File: src/rtl/fullsend_pkg.sv
// Shared decode constants and types for the Fullsend pipeline.
package fullsend_pkg;
  localparam logic [6:0]  OP_LOAD  = 7'b0000011;
  localparam logic [6:0]  OP_STORE = 7'b0100011;
  localparam logic [2:0]  F3_B     = 3'b000;
  localparam logic [2:0]  F3_H     = 3'b001;
  localparam logic [2:0]  F3_W     = 3'b010;
  localparam logic [2:0]  F3_BU    = 3'b100;
  localparam logic [2:0]  F3_HU    = 3'b101;
  localparam logic [31:0] NOP_INSN = 32'h00000013;

  typedef enum logic {IDLE = 1'b0, WAIT = 1'b1} mem_state_t;
endpackage

File: src/rtl/mem_lane_align.sv
// Byte-lane steering: store enables/replicated data and load extract/extend.
module mem_lane_align
  import fullsend_pkg::*;
(
  input  logic [1:0]  lane_i,
  input  logic [2:0]  funct3_i,
  input  logic [31:0] rs2_i,
  input  logic [31:0] rdata_i,
  output logic [3:0]  be_o,
  output logic [31:0] wdata_o,
  output logic [31:0] ld_data_o
);
  logic [31:0] rsh;

  always_comb begin
    be_o    = 4'b1111;
    wdata_o = rs2_i;
    case (funct3_i[1:0])
      2'b00: begin be_o = 4'b0001 << lane_i; wdata_o = {4{rs2_i[7:0]}};  end
      2'b01: begin be_o = 4'b0011 << lane_i; wdata_o = {2{rs2_i[15:0]}}; end
      default: ;
    endcase
  end

  // Shifting the word down keeps every lane's slice in range.
  assign rsh = rdata_i >> {lane_i, 3'b000};

  always_comb begin
    case (funct3_i)
      F3_B:    ld_data_o = {{24{rsh[7]}}, rsh[7:0]};
      F3_H:    ld_data_o = {{16{rsh[15]}}, rsh[15:0]};
      F3_BU:   ld_data_o = {24'h0, rsh[7:0]};
      F3_HU:   ld_data_o = {16'h0, rsh[15:0]};
      default: ld_data_o = rsh;
    endcase
  end
endmodule

File: src/rtl/stage4_mem.sv
// MEM stage: data-memory handshake, stall generation, MEM/WB register.
module stage4_mem
  import fullsend_pkg::*;
#(
  parameter int WAIT_MAX = 255
) (
  input  logic             clk,
  input  logic             reset,
  input  logic [3:0][31:0] ex_mem,
  input  logic             ex_valid,
  output logic             mem_stall,
  output logic             dmem_req,
  output logic             dmem_we,
  output logic [31:0]      dmem_addr,
  output logic [3:0]       dmem_be,
  output logic [31:0]      dmem_wdata,
  input  logic             dmem_ack,
  input  logic [31:0]      dmem_rdata,
  output logic [3:0][31:0] mem_wb,
  output logic             mem_wb_valid,
  output logic [31:0]      fwd_mem,
  output logic             misaligned,
  output logic             bus_err
);
  localparam int CW = $clog2(WAIT_MAX + 1);

  mem_state_t       state_q, state_d;
  logic [CW-1:0]    cnt_q, cnt_d;
  logic [3:0][31:0] mem_wb_q;
  logic             valid_q, misal_q, misal_d, berr_q, berr_d, commit;
  logic [31:0]      ir, ea, ld_data;
  logic [3:0]       be;
  logic             is_load, is_store, memop, misal, timeout;
  logic             unused_cond;

  assign ir          = ex_mem[0];
  assign ea          = ex_mem[2];
  assign unused_cond = ^ex_mem[1];
  assign is_load     = (ir[6:0] == OP_LOAD);
  assign is_store    = (ir[6:0] == OP_STORE);
  assign memop       = is_load | is_store;
  assign misal       = ((ir[13:12] == 2'b01) & ea[0]) | (ir[13] & (|ea[1:0]));
  assign timeout     = (state_q == WAIT) && (cnt_q == CW'(WAIT_MAX));

  mem_lane_align u_align (
    .lane_i    (ea[1:0]),
    .funct3_i  (ir[14:12]),
    .rs2_i     (ex_mem[3]),
    .rdata_i   (dmem_rdata),
    .be_o      (be),
    .wdata_o   (dmem_wdata),
    .ld_data_o (ld_data)
  );

  always_comb begin
    state_d  = state_q;
    cnt_d    = cnt_q;
    dmem_req = 1'b0;
    commit   = 1'b0;
    misal_d  = 1'b0;
    berr_d   = 1'b0;
    unique case (state_q)
      IDLE: begin
        dmem_req = ex_valid & memop & ~misal;
        misal_d  = ex_valid & memop & misal;
        commit   = ex_valid & (~memop | (~misal & dmem_ack));
        if (dmem_req && !dmem_ack) begin
          state_d = WAIT;
          cnt_d   = '0;
        end
      end
      WAIT: begin
        // Timeout cycle drops req so the stall releases and the op is discarded.
        if (timeout) begin
          berr_d  = 1'b1;
          state_d = IDLE;
        end else begin
          dmem_req = 1'b1;
          cnt_d    = cnt_q + 1'b1;
          if (dmem_ack) begin
            commit  = 1'b1;
            state_d = IDLE;
          end
        end
      end
    endcase
    if (reset) dmem_req = 1'b0;
  end

  assign mem_stall = dmem_req & ~dmem_ack;
  assign dmem_we   = is_store;
  assign dmem_be   = is_store ? be : 4'b0000;
  assign dmem_addr = {ea[31:2], 2'b00};

  always_ff @(posedge clk) begin
    if (reset) begin
      state_q  <= IDLE;
      cnt_q    <= '0;
      mem_wb_q <= '0;
      valid_q  <= 1'b0;
      misal_q  <= 1'b0;
      berr_q   <= 1'b0;
    end else begin
      state_q <= state_d;
      cnt_q   <= cnt_d;
      valid_q <= commit;
      misal_q <= misal_d;
      berr_q  <= berr_d;
      if (commit) mem_wb_q <= {32'h0, (is_load ? ld_data : 32'h0), ea, ir};
      else        mem_wb_q <= {32'h0, 32'h0, 32'h0, NOP_INSN};
    end
  end

  assign mem_wb       = mem_wb_q;
  assign mem_wb_valid = valid_q;
  assign misaligned   = misal_q;
  assign bus_err      = berr_q;
  assign fwd_mem      = (mem_wb_q[0][6:0] == OP_LOAD) ? mem_wb_q[2] : mem_wb_q[1];
endmodule

File: config.mk
export PLATFORM = sky130hd
export DESIGN_NAME = stage4_mem
export DESIGN_NICKNAME = d
export VERILOG_FILES = /design/src/rtl/fullsend_pkg.sv /design/src/rtl/mem_lane_align.sv /design/src/rtl/stage4_mem.sv
export SDC_FILE = /design/constraint.sdc
export NUM_CORES = 1
export LEC_CHECK = 0
export ABC_AREA = 1
export BUFFER_PORTS_ARGS = -buffer_cell sky130_fd_sc_hd__buf_2
export CAP_MARGIN = 20
export CORE_AREA = 3 3 151 153
export CTS_BUF_LIST = sky130_fd_sc_hd__clkbuf_8
export CTS_CLUSTER_DIAMETER = 50
export DETAILED_ROUTE_END_ITERATION = 16
export DIE_AREA = 0 0 154 156
export GPL_TIMING_DRIVEN = 1
export HOLD_SLACK_MARGIN = 0.02
export PLACE_DENSITY_LB_ADDON = 0.12
export SKIP_LAST_GASP = 1
export SLEW_MARGIN = 20
export SYNTH_ARGS = -nofsm -noshare
export SYNTH_HDL_FRONTEND = slang
export SYNTH_SLANG_ARGS = --single-unit
File: constraint.sdc
create_clock -name clk -period 1.8 [get_ports clk]
set_clock_uncertainty 0.05 [all_clocks]
set_input_delay 0.18 -clock clk [delete_from_list [all_inputs] [get_ports clk]]
set_output_delay 0.18 -clock clk [all_outputs]
set_load 0.05 [all_outputs]
==> impl_metrics.prom <==
# TYPE chip_impl_metric gauge
chip_impl_metric{name="detailed_place_hpwl",unit="um"} 16200
chip_impl_metric{name="cts_made_buffers",unit=""} 9
chip_impl_metric{name="cts.clk_slew.worst_paths",unit="ns"} 0.12
chip_impl_metric{name="num_rows",unit=""} 54
chip_impl_metric{name="nNetsFinal",unit=""} 1346
chip_impl_metric{name="antenna_cells",unit=""} 0
chip_impl_metric{name="first_iter_violations",unit=""} 235
chip_impl_metric{name="synth_edf_count",unit=""} 0
chip_impl_metric{name="maximum_number_of_pins_on_one_net_before_global_route_repair",unit=""} 26
chip_impl_metric{name="gp_routability_congestion",unit=""} 0.829
chip_impl_metric{name="synth_async_sr_flop_share",unit="%"} 0
chip_impl_metric{name="power.total",unit="mW"} 6.08
chip_impl_metric{name="postSynthRegisterBits",unit=""} 108
chip_impl_metric{name="worst_path_max_stage_delay",unit="ns"} 0.36
chip_impl_metric{name="worstPathRequired",unit="ns"} 1.57
chip_impl_metric{name="drt-pass1-iter-count",unit=""} 5
chip_impl_info{name="clock_tree.root_cell",value="sky130_fd_sc_hd__clkbuf_8"} 1
chip_impl_metric{name="cellPowerDensity",unit="mW/mm^2"} 659
chip_impl_metric{name="final_cell_count_no_fill",unit=""} 1466
chip_impl_metric{name="max_slew.worst_pin.slew",unit="ns"} 0.579
chip_impl_metric{name="first_global_vias",unit=""} 5698
chip_impl_metric{name="worstPathArrival",unit="ns"} 1.80
chip_impl_metric{name="timing.critical_path.depth",unit=""} 7
chip_impl_metric{name="final_design_area_no_fill",unit="mm^2"} 0.00923
chip_impl_metric{name="critPathBufInv",unit=""} 4
chip_impl_metric{name="port-buffer-count",unit=""} 331
chip_impl_info{name="synthFlopType",value="sky130_fd_sc_hd__dfxtp_1"} 1
chip_impl_metric{name="place_inst",unit=""} 1368
chip_impl_metric{name="fin_ws",unit="ns"} -0.229
chip_impl_metric{name="multiInputGateArea",unit="mm^2"} 0.00271
chip_impl_metric{name="finalMaxSlewViolations",unit=""} 0
chip_impl_info{name="grt_setup_unrepaired",value="yes"} 1
chip_impl_metric{name="synthesis.area",unit="mm^2"} 0.00537
chip_impl_info{name="timing.rr.start",value="cnt_q[1]"} 1
chip_impl_metric{name="core",unit="mm^2"} 0.0217
chip_impl_metric{name="seq_area",unit="mm^2"} 0.00218
chip_impl_metric{name="initial_antenna_violation_count",unit=""} 2
chip_impl_metric{name="insertion_delay",unit="ns"} 0.39
chip_impl_metric{name="groute.usage.overall",unit="%"} 16.8
chip_impl_info{name="endpoint",value="fwd_mem[19]"} 1
chip_impl_metric{name="floorplan.die.height",unit="um"} 156
chip_impl_metric{name="critical_path.max_fanout",unit=""} 4
chip_impl_metric{name="max-slew-margin-rel",unit="%"} 61.4
chip_impl_metric{name="shortest_period_the_worst_path_allows",unit="ns"} 2.03
chip_impl_metric{name="fillcell_total",unit=""} 2248
chip_impl_info{name="timing_worst_setup_path_type",value="reg -> out"} 1
chip_impl_info{name="r2r-end",value="mem_wb[77]"} 1
chip_impl_info{name="failed_checks",value="setup timing"} 1
chip_impl_info{name="cpMostUsedCell",value="sky130_fd_sc_hd__clkbuf_16"} 1
chip_impl_metric{name="cap_viol_max_count",unit=""} 0
chip_impl_info{name="setup.worst_path.start",value="mem_wb[4]"} 1
chip_impl_info{name="layout.cells.most_common",value="sky130_fd_sc_hd__buf_2"} 1
chip_impl_metric{name="synth_area_per_cell",unit="um^2"} 6.83
chip_impl_metric{name="maxClockFrequency",unit="MHz"} 493
chip_impl_metric{name="wire_length_of_the_first_global_routing_pass",unit="um"} 31700
chip_impl_metric{name="drive_gt1_share",unit="%"} 42.2
chip_impl_metric{name="final_hold_viol_count",unit=""} 0
chip_impl_metric{name="die_area",unit="mm^2"} 0.0240
chip_impl_metric{name="rr_worst_depth",unit=""} 11
chip_impl_info{name="path_cells",value="nor3_2, nand4_1, buf_6, clkbuf_16, clkbuf_16, o21ai_4, buf_8"} 1
chip_impl_metric{name="layout_worst_path_cycle_share",unit="%"} 113
chip_impl_metric{name="cts_num_sinks",unit=""} 108
chip_impl_metric{name="final_antenna_net_count",unit=""} 0
chip_impl_info{name="end_kind",value="primary output"} 1
chip_impl_info{name="cp_top_family",value="buffers and inverters"} 1
chip_impl_metric{name="final.hold.worst_slack",unit="ns"} 0.0412
chip_impl_metric{name="instance_count_of_the_mapped_netlist",unit=""} 787
chip_impl_metric{name="initial_utilization",unit="%"} 24.8
chip_impl_info{name="clock_tree_from_tritoncts",value="built"} 1
chip_impl_metric{name="pre_cts_slack",unit="ns"} 0.0255
chip_impl_metric{name="seq_area_frac_synth",unit="%"} 40.3
chip_impl_metric{name="cts_htree_levels",unit=""} 3
chip_impl_metric{name="synth_warnings",unit=""} 0
chip_impl_info{name="hold_path_class",value="in -> reg"} 1
chip_impl_info{name="outcome",value="complete, but fails checks"} 1
chip_impl_metric{name="routedWlPerCell",unit="um"} 14.9
chip_impl_metric{name="place_area",unit="mm^2"} 0.00767
chip_impl_metric{name="r2r_slack",unit="ns"} 0.07
chip_impl_metric{name="synth.lib_cells_used.distinct",unit=""} 35
chip_impl_info{name="startpoint_type",value="flip-flop"} 1
chip_impl_metric{name="layout-area-overhead-vs-synth",unit="%"} 71.9
chip_impl_metric{name="ctsLongestPathBuffers",unit=""} 2
chip_impl_metric{name="setup_viol",unit=""} 34
chip_impl_metric{name="num_vias",unit=""} 6034
chip_impl_info{name="layout_common_cells",value="295 x sky130_fd_sc_hd__buf_2, 141 x sky130_fd_sc_hd__nor2_1, 129 x sky130_fd_sc_hd__inv_1"} 1
chip_impl_metric{name="die_width",unit="um"} 154
chip_impl_metric{name="vias_per_cell",unit=""} 4.12
chip_impl_metric{name="route.final.wire_length",unit="um"} 21900
chip_impl_metric{name="ir_drop",unit="uV"} 375
chip_impl_metric{name="design.portCount",unit=""} 398
chip_impl_metric{name="drcViolationCount",unit=""} 0
chip_impl_metric{name="global_route.overflow_total",unit=""} 0
chip_impl_info{name="critPathSlowestCell",value="sky130_fd_sc_hd__dfxtp_4"} 1
chip_impl_metric{name="power_leakage",unit="nW"} 4.74
## state kept, by name (all words and copies together) (netlist names)
register / count
state_q: 1
mem_wb: 96
mem_wb_valid: 1
misaligned: 1
cnt_q: 8
bus_err: 1
## power breakdown
| part | leakage (nW) | switching (mW) | internal (mW) |
|---|---|---|---|
| combinational | 3.75 | 1.34 | 0.598 |
| clock | 0.107 | 0.951 | 0.709 |
| sequential | 0.884 | 0.0319 | 2.45 |
| total | 4.74 | 2.32 | 3.76 |
## cells by family after synthesis
group / synth area share (%)
AND/OR/NAND/NOR: 25.7
buffers and inverters: 22.8
flip-flops: 40.3
AO/OA/AOI/OAI: 10.8
XOR/XNOR: 0.163
adder cells (fa/ha/maj): 0.233
other: 0.0698
## worst register-to-register path, stage by stage, from the launching register on
cell,delay [ns]
sky130_fd_sc_hd__dfxtp_2,0.37
sky130_fd_sc_hd__ha_4,0.16
sky130_fd_sc_hd__nand2_4,0.06
sky130_fd_sc_hd__nor2_4,0.12
sky130_fd_sc_hd__nand4_4,0.09
sky130_fd_sc_hd__buf_6,0.13
sky130_fd_sc_hd__buf_6,0.11
sky130_fd_sc_hd__nand3_4,0.07
sky130_fd_sc_hd__nand2_8,0.09
sky130_fd_sc_hd__nand2_2,0.15
sky130_fd_sc_hd__buf_12,0.16
sky130_fd_sc_hd__nor2_1,0.06
## synthesized netlist by cell type (2+ instances only)
cell type,n,area share (%)
sky130_fd_sc_hd__o21ai_1,2,0.19
sky130_fd_sc_hd__nand2_1,148,10
sky130_fd_sc_hd__nor2_1,146,10
sky130_fd_sc_hd__inv_1,129,9.0
sky130_fd_sc_hd__nor3_1,5,0.47
sky130_fd_sc_hd__o21ai_0,54,5.0
sky130_fd_sc_hd__nand2_4,2,0.42
sky130_fd_sc_hd__nand3_1,19,1.8
sky130_fd_sc_hd__inv_2,2,0.14
sky130_fd_sc_hd__clkbuf_1,12,0.84
sky130_fd_sc_hd__nor2_2,2,0.23
sky130_fd_sc_hd__buf_2,9,0.84
sky130_fd_sc_hd__buf_6,6,1.3
sky130_fd_sc_hd__dfxtp_1,108,40
sky130_fd_sc_hd__a311oi_1,6,0.98
sky130_fd_sc_hd__o211ai_1,6,0.84
sky130_fd_sc_hd__a21oi_1,35,3.3
sky130_fd_sc_hd__nand2_2,2,0.23
sky130_fd_sc_hd__buf_4,76,11
sky130_fd_sc_hd__nand3b_1,3,0.42
## routing by layer
layer / track usage [%] / up-vias / share of wire, %
met4: 4.04 / 4 / 1.2
li1: - / 3068 / -
met2: 30.1 / 271 / 51
met1: 20.3 / 2670 / 40
met5: 0 / - / 0.096
met3: 3.94 / 21 / 7.9
## worst min path at each step
stage / from / endpoint / depth (start not counted) / slack, ns
after floorplan: reset / mem_wb[4] / 1 / 0.19
after global placement: ex_mem[24] / mem_wb[24] / 3 / 0.34
after detailed placement: ex_mem[27] / mem_wb[27] / 3 / 0.35
after CTS: dmem_rdata[4] / mem_wb[68] / 3 / 0.03
after global routing: dmem_rdata[4] / mem_wb[68] / 3 / 0.03
final: dmem_rdata[4] / mem_wb[68] / 3 / 0.04
## area by class of cell
| class | instances | share of cell area (%) |
|---|---|---|
| clock buffer | 10 | 1.49 |
| timing repair buffer | 452 | 35.6 |
| tap | 280 | 3.80 |
| sequential | 108 | 23.6 |
| clock inverter | 6 | 0.895 |
| multi-input combinational | 479 | 29.3 |
| inverter | 131 | 5.33 |
## what timing repair did
item / in CTS / in global routing
resized for setup: 114 / 20
setup endpoints to repair: 44 / 64
pin swaps: 4 / 5
hold endpoints to repair: 64 / 0
hold buffers: 64 / 0
buffers inserted: 4 / 7
gates cloned: 1 / 7
## through the flow
step           setup TNS, ns  util (%)
6_report               -6.92      42.6
5_1_grt                -9.96      42.6
4_1_cts                -7.67      41.2
3_5_place_dp               0      35.3
3_3_place_gp               0      35.3
2_1_floorplan         -0.599         -
No activity file was read; power rests on OpenSTA's default activity.
